`src/rtl/mcycle_seq_if.sv`:
```
// Request/result bundle between the decoder and the iterative multiply/divide unit.
// Start is a request. Busy is its stall: an operation is accepted on the edge where
// Start is high in IDLE and RESET is low. Done pulses once when Result1/Result2 update.
interface mcycle_seq_if #(parameter int WIDTH = 32);
    logic             Start;
    logic             MCycleOp;
    logic             Signed;
    logic [WIDTH-1:0] Operand1;
    logic [WIDTH-1:0] Operand2;
    logic [WIDTH-1:0] Result1;
    logic [WIDTH-1:0] Result2;
    logic             Busy;
    logic             Done;

    modport master (
        output Start, MCycleOp, Signed, Operand1, Operand2,
        input  Result1, Result2, Busy, Done
    );

    modport slave (
        input  Start, MCycleOp, Signed, Operand1, Operand2,
        output Result1, Result2, Busy, Done
    );
endinterface

```
`src/rtl/mcycle_seq.sv`:
```
// Iterative multiply/divide unit: WIDTH shift-add or restoring-divide steps on operand
// magnitudes, followed by one sign-fixup cycle. state_o exposes the FSM state for debug.
module mcycle_seq #(
    parameter int WIDTH = 32
) (
    input  logic         CLK,
    input  logic         RESET,
    mcycle_seq_if.slave  bus,
    output logic [1:0]   state_o
);
    typedef enum logic [1:0] {IDLE = 2'd0, COMPUTE = 2'd1, FIXUP = 2'd2} state_t;
    localparam int CW = (WIDTH > 1) ? $clog2(WIDTH) : 1;

    state_t             state_q;
    logic [CW-1:0]      cnt_q;
    logic [2*WIDTH-1:0] acc_q, acc_d;
    logic [WIDTH-1:0]   opnd_q, op1_raw_q;
    logic [WIDTH-1:0]   result1_q, result2_q, res1_d, res2_d;
    logic               is_div_q, neg_res_q, neg_rem_q, dz_q, done_q;
    logic [WIDTH-1:0]   mag1, mag2;
    logic [WIDTH:0]     add_sum, rem_sh, diff;
    logic [2*WIDTH-1:0] prod_fix;

    assign mag1 = (bus.Signed && bus.Operand1[WIDTH-1]) ? -bus.Operand1 : bus.Operand1;
    assign mag2 = (bus.Signed && bus.Operand2[WIDTH-1]) ? -bus.Operand2 : bus.Operand2;

    // acc_q holds {product_hi, multiplier} for multiply and {remainder, quotient} for divide
    always_comb begin
        add_sum  = {1'b0, acc_q[2*WIDTH-1:WIDTH]} + (acc_q[0] ? {1'b0, opnd_q} : '0);
        rem_sh   = {acc_q[2*WIDTH-1:WIDTH], acc_q[WIDTH-1]};
        diff     = rem_sh - {1'b0, opnd_q};
        prod_fix = neg_res_q ? -acc_q : acc_q;
        acc_d    = {add_sum, acc_q[WIDTH-1:1]};
        if (is_div_q) begin
            if (!diff[WIDTH]) acc_d = {diff[WIDTH-1:0], acc_q[WIDTH-2:0], 1'b1};
            else              acc_d = {rem_sh[WIDTH-1:0], acc_q[WIDTH-2:0], 1'b0};
        end
        res1_d = prod_fix[WIDTH-1:0];
        res2_d = prod_fix[2*WIDTH-1:WIDTH];
        if (is_div_q) begin
            if (dz_q) begin
                res1_d = '1;
                res2_d = op1_raw_q;
            end else begin
                res1_d = neg_res_q ? -acc_q[WIDTH-1:0] : acc_q[WIDTH-1:0];
                res2_d = neg_rem_q ? -acc_q[2*WIDTH-1:WIDTH] : acc_q[2*WIDTH-1:WIDTH];
            end
        end
    end

    always_ff @(posedge CLK) begin
        if (RESET) begin
            state_q   <= IDLE;
            cnt_q     <= '0;
            acc_q     <= '0;
            opnd_q    <= '0;
            op1_raw_q <= '0;
            is_div_q  <= 1'b0;
            neg_res_q <= 1'b0;
            neg_rem_q <= 1'b0;
            dz_q      <= 1'b0;
            result1_q <= '0;
            result2_q <= '0;
            done_q    <= 1'b0;
        end else begin
            done_q <= 1'b0;
            case (state_q)
                IDLE: begin
                    if (bus.Start) begin
                        is_div_q  <= bus.MCycleOp;
                        opnd_q    <= bus.MCycleOp ? mag2 : mag1;
                        acc_q     <= {{WIDTH{1'b0}}, (bus.MCycleOp ? mag1 : mag2)};
                        op1_raw_q <= bus.Operand1;
                        neg_res_q <= bus.Signed & (bus.Operand1[WIDTH-1] ^ bus.Operand2[WIDTH-1]);
                        neg_rem_q <= bus.Signed & bus.Operand1[WIDTH-1];
                        dz_q      <= (bus.Operand2 == '0);
                        cnt_q     <= '0;
                        state_q   <= COMPUTE;
                    end
                end
                COMPUTE: begin
                    acc_q <= acc_d;
                    cnt_q <= cnt_q + CW'(1);
                    if (cnt_q == CW'(WIDTH - 1)) state_q <= FIXUP;
                end
                FIXUP: begin
                    result1_q <= res1_d;
                    result2_q <= res2_d;
                    done_q    <= 1'b1;
                    state_q   <= IDLE;
                end
                default: state_q <= IDLE;
            endcase
        end
    end

    // Busy rises in the Start cycle itself so the issuing instruction stalls immediately
    assign bus.Busy    = !RESET && ((state_q != IDLE) || bus.Start);
    assign bus.Done    = done_q;
    assign bus.Result1 = result1_q;
    assign bus.Result2 = result2_q;
    assign state_o     = state_q;
endmodule
```
`src/flat_wrapper.sv`:
```
// flat-port wrapper written by rule: the top's interface ports become plain ports
module mcycle_seq_flat 
#(
    parameter int WIDTH = 32
)
  (CLK, RESET, state_o, bus_Start, bus_MCycleOp, bus_Signed, bus_Operand1, bus_Operand2, bus_Result1, bus_Result2, bus_Busy, bus_Done);
  mcycle_seq_if #(.WIDTH(WIDTH)) bus_i ();
  input  logic CLK;
  input  logic RESET;
  output logic [1:0] state_o;
  input wire logic [$bits(bus_i.Start)-1:0] bus_Start;
  input wire logic [$bits(bus_i.MCycleOp)-1:0] bus_MCycleOp;
  input wire logic [$bits(bus_i.Signed)-1:0] bus_Signed;
  input wire logic [$bits(bus_i.Operand1)-1:0] bus_Operand1;
  input wire logic [$bits(bus_i.Operand2)-1:0] bus_Operand2;
  output wire logic [$bits(bus_i.Result1)-1:0] bus_Result1;
  output wire logic [$bits(bus_i.Result2)-1:0] bus_Result2;
  output wire logic [$bits(bus_i.Busy)-1:0] bus_Busy;
  output wire logic [$bits(bus_i.Done)-1:0] bus_Done;
  assign bus_i.Start = bus_Start;
  assign bus_i.MCycleOp = bus_MCycleOp;
  assign bus_i.Signed = bus_Signed;
  assign bus_i.Operand1 = bus_Operand1;
  assign bus_i.Operand2 = bus_Operand2;
  assign bus_Result1 = bus_i.Result1;
  assign bus_Result2 = bus_i.Result2;
  assign bus_Busy = bus_i.Busy;
  assign bus_Done = bus_i.Done;
  mcycle_seq #(.WIDTH(WIDTH)) u_core (.CLK(CLK), .RESET(RESET), .bus(bus_i), .state_o(state_o));
endmodule
```
`config.mk`:
```
export PLATFORM = sky130hd
export DESIGN_NAME = mcycle_seq_flat
export DESIGN_NICKNAME = d
export VERILOG_FILES = /design/src/rtl/mcycle_seq_if.sv /design/src/rtl/mcycle_seq.sv /design/src/flat_wrapper.sv
export SDC_FILE = /design/constraint.sdc
export NUM_CORES = 1
export LEC_CHECK = 0
export ABC_AREA = 1
export BUFFER_PORTS_ARGS = -buffer_cell sky130_fd_sc_hd__buf_4
export CAP_MARGIN = 15
export CELL_PAD_IN_SITES_DETAIL_PLACEMENT = 0
export CELL_PAD_IN_SITES_GLOBAL_PLACEMENT = 2
export CORE_AREA = 5 5 336 173
export DETAILED_ROUTE_END_ITERATION = 16
export DIE_AREA = 0 0 341 178
export HOLD_SLACK_MARGIN = 0.03
export MAX_ROUTING_LAYER = met4
export PLACE_DENSITY_LB_ADDON = 0.2
export SYNTH_ARGS = -nofsm -noshare
export SYNTH_HDL_FRONTEND = slang
export SYNTH_SLANG_ARGS = --single-unit
export TNS_END_PERCENT = 20
```
`constraint.sdc`:
```
create_clock -name CLK -period 5.56 [get_ports CLK]
set_clock_uncertainty 0.15 [all_clocks]
set_input_delay 0.556 -clock CLK [delete_from_list [all_inputs] [get_ports CLK]]
set_output_delay 0.556 -clock CLK [all_outputs]
set_load 0.02 [all_outputs]
```
==> results.sh <==
export IMPL_status="completed"
export IMPL_synth_compound_area_share_pct=19.4
export IMPL_pre_cts_ws_ns=1.70
export IMPL_ant_nets=0
export IMPL_synth_fa_ha_area_share_pct=4.83
export IMPL_synth_xor_xnor_area_share_pct=5.08
export IMPL_clk_pin_slew_ns=0.07
export IMPL_yosysWarningCount=0
export IMPL_cts_tree="done"
export IMPL_fin_nets=3544
export IMPL_peakVddDrop_mv=0.196
export IMPL_syn_area_sq_mm=0.0189
export IMPL_internal_power_w=0.00309
export IMPL_p_sw_share_pct=46.1
export IMPL_antennaDiodeCount=0
export IMPL_setup_worst_path_start_class="register"
export IMPL_cts_setup_buffers=0
export IMPL_yosysSeqAreaShare_pct=21.6
export IMPL_initial_core_util_pct=34.5
export IMPL_dr_first_iter_drc_count=3069
export IMPL_root_buffer="clkbuf_16"
export IMPL_p_per_area_mw_per_mm2=268
export IMPL_fin_crit_ns=3.97
export IMPL_comb_power_share_pct=40.8
export IMPL_p_seq_share_pct=29.2
export IMPL_clk_latency_ns=0.58
export IMPL_via_per_inst=5.63
export IMPL_worst_slack_ns=1.59
export IMPL_cts_sinks=204
export IMPL_timing_fmax_mhz=252
export IMPL_layout_common_cells="nand2_1, inv_1, nor2_1, a21oi_1, o21ai_0"
export IMPL_numPortBuffers=136
export IMPL_numCtsBuffers=24
export IMPL_drc=0
export IMPL_placed_area_sq_mm=0.0206
export IMPL_clkPwrFrac_pct=30.0
export IMPL_layout_drive_gt1_share_pct=7.78
export IMPL_synthFlopType="dfxtp_1"
export IMPL_hold_path_class="input port to register"
export IMPL_dieArea_sq_mm=0.0607
export IMPL_place_gp_congestion=1.04
export IMPL_fillers=6248
export IMPL_worst_path_buf_inv=5
export IMPL_avgSynthCellArea_sq_um=5.65
export IMPL_crit_family="compound AO/OA/AOI/OAI gates"
export IMPL_critPathMaxFanout=32
export IMPL_synth_mux_area_share_pct=0
export IMPL_synth_edff_count=0
export IMPL_antenna_found_initial=7
export IMPL_grt_overflow=0
export IMPL_cp_arrival_ns=4.32
export IMPL_vias=23300
export IMPL_multi_input_area_sq_mm=0.0125
export IMPL_num_rows=61
export IMPL_path_cells="buf_4, nand2_1, inv_1, ha_1, inv_1, fa_1, inv_1, nand2_1, o21ai_1, inv_1, o21bai_1, nand2_1, nand3_1, nand3_1, a21oi_1, nand2_1, a21oi_1"
export IMPL_final_common_cell="nand2_1"
export IMPL_grt_max_degree=88
export IMPL_num_io_pins=137
export IMPL_htreeDepth=1
export IMPL_ys_async_sr_fraction_pct=0
export IMPL_regArea_sq_mm=0.00409
export IMPL_setup_viol=0
export IMPL_cts_hold_buf=0
export IMPL_cp_data_required_time_ns=5.91
export IMPL_first_pass_iters=7
export IMPL_slew_viol_final=0
export IMPL_cts_resized=0
export IMPL_synth_seq_cells=204
export IMPL_place_hpwl_um=87900
export IMPL_synthCells=3355
export IMPL_synth_fp_nets=3496
export IMPL_yosys_area_share_simple_pct=36.3
export IMPL_grt_pass1_wl_um=150000
export IMPL_grt_setup_unrepaired="no"
export IMPL_tns_ns=0
export IMPL_worst_setup_path_end_kind="register"
export IMPL_critPathMaxStageDelay_ns=0.55
export IMPL_maxSlewHeadroom_pct=20.5
export IMPL_slowest_stage="dfxtp_1"
export IMPL_cts_buffer_depth=3
export IMPL_min_period_over_period_pct=71.4
export IMPL_synth_top_family_by_area="simple AND/OR/NAND/NOR gates"
export IMPL_synth_cell_types=46
export IMPL_crit_type="register to register"
export IMPL_die_h_um=178
export IMPL_p_sw_w=0.00264
export IMPL_leakage_nw=10.8
export IMPL_die_w_um=341
export IMPL_syn2layout_area_growth_pct=12.8
export IMPL_post_drt_wl_per_cell_um=26.1
export IMPL_maxCapViolCount=0
export IMPL_track_usage_pct=35.2
export IMPL_tightest_slew_ns=1.19
export IMPL_finalWirelength_um=108000
export IMPL_core_sq_mm=0.0549
export IMPL_grt_pass1_vias=20400
export IMPL_design_area_sq_mm=0.0214
export IMPL_finalHoldViolCount=0
-- sequential cells by signal, summed over array words and instances (netlist names) --
register and cells:
u_core.acc_q 64, u_core.bus.Done 1, u_core.bus.Result1 32, u_core.bus.Result2 32, u_core.cnt_q 5, u_core.dz_q 1, u_core.is_div_q 1, u_core.neg_rem_q 1
u_core.neg_res_q 1, u_core.op1_raw_q 32, u_core.opnd_q 32, u_core.state_o 2
-- routing by layer --
layer	share of wire, %	global-route usage (%)
met5	0	-
met1	50	54.8
met2	31	37.1
met4	1.3	4.10
met3	18	20.0
-- cells by family (layout without fill, tap and decap cells) --
group	count (synthesis)	in the layout
flip-flops	204	204
buffers and inverters	641	703
XOR/XNOR	110	110
adder cells (fa/ha/maj)	72	72
AND/OR/NAND/NOR	1649	1649
AO/OA/AOI/OAI	679	679
-- final cells by class --
class,count,share of cell area (%)
clock inverter,11,0.709
sequential,204,19.1
timing repair buffer,164,5.88
clock buffer,29,2.99
inverter,499,8.78
multi-input combinational,2510,58.3
tap,724,4.24
-- final timing paths --
kind                        start                   end  slack (ns)  cells past startpoint
max               u_core.acc_q[0]      u_core.acc_q[63]        1.59                     17
max reg2reg       u_core.acc_q[0]      u_core.acc_q[63]        1.59                     17
min               bus_Operand1[2]   u_core.op1_raw_q[2]        0.13                      3
min reg2reg  u_core.op1_raw_q[28]  u_core.op1_raw_q[28]        0.33                      2
-- cell usage after synthesis (11+ instances only) --
cell,instances,area [sq um]
ha_1,70,876
dfxtp_1,204,4080
buf_1,12,45.0
clkbuf_1,121,454
o221ai_1,19,166
nand2_1,927,3480
o211ai_1,28,210
xnor2_1,11,96.3
nor2_1,322,1210
nand3_1,271,1360
nand4_1,29,181
a31oi_1,24,150
o21bai_1,12,90.1
inv_2,11,41.3
o21ai_0,282,1410
xor2_1,99,867
a21oi_1,283,1420
nand3b_1,15,113
inv_1,484,1820
nor3_1,36,180
-- power by group through the flow --
stage | Combinational, W | Sequential, W | Clock (W)
after floorplan | 0.00137 | 0.00163 | 0
after global placement | 0.00224 | 0.00170 | 0
after detailed placement | 0.00221 | 0.00170 | 0
after CTS | 0.00222 | 0.00167 | 0.00173
after global routing | 0.00249 | 0.00168 | 0.00179
final | 0.00234 | 0.00168 | 0.00172
-- worst reg2reg max path, delay by kind of cell, from the launching register on --
kind,cells,cell delay (ns)
AOI/OAI and AO/OA,4,1.06
adders and majority gates,2,0.67
buffers and inverters,5,0.85
DFF,1,0.55
and+or+nand+nor,6,0.61
-- stage by stage --
stage	hold WS (ns)	instances	total power, W	utilization [%]
final	0.129	4141	0.00573	38.9
after floorplan	0.280	3355	0.00300	-
after global routing	0.134	4141	0.00597	38.9
after CTS	0.124	4141	0.00561	38.9
after detailed placement	0.312	4101	0.00391	37.5
after global placement	0.292	4101	0.00393	37.5
No activity file was read; power rests on OpenSTA's default activity.
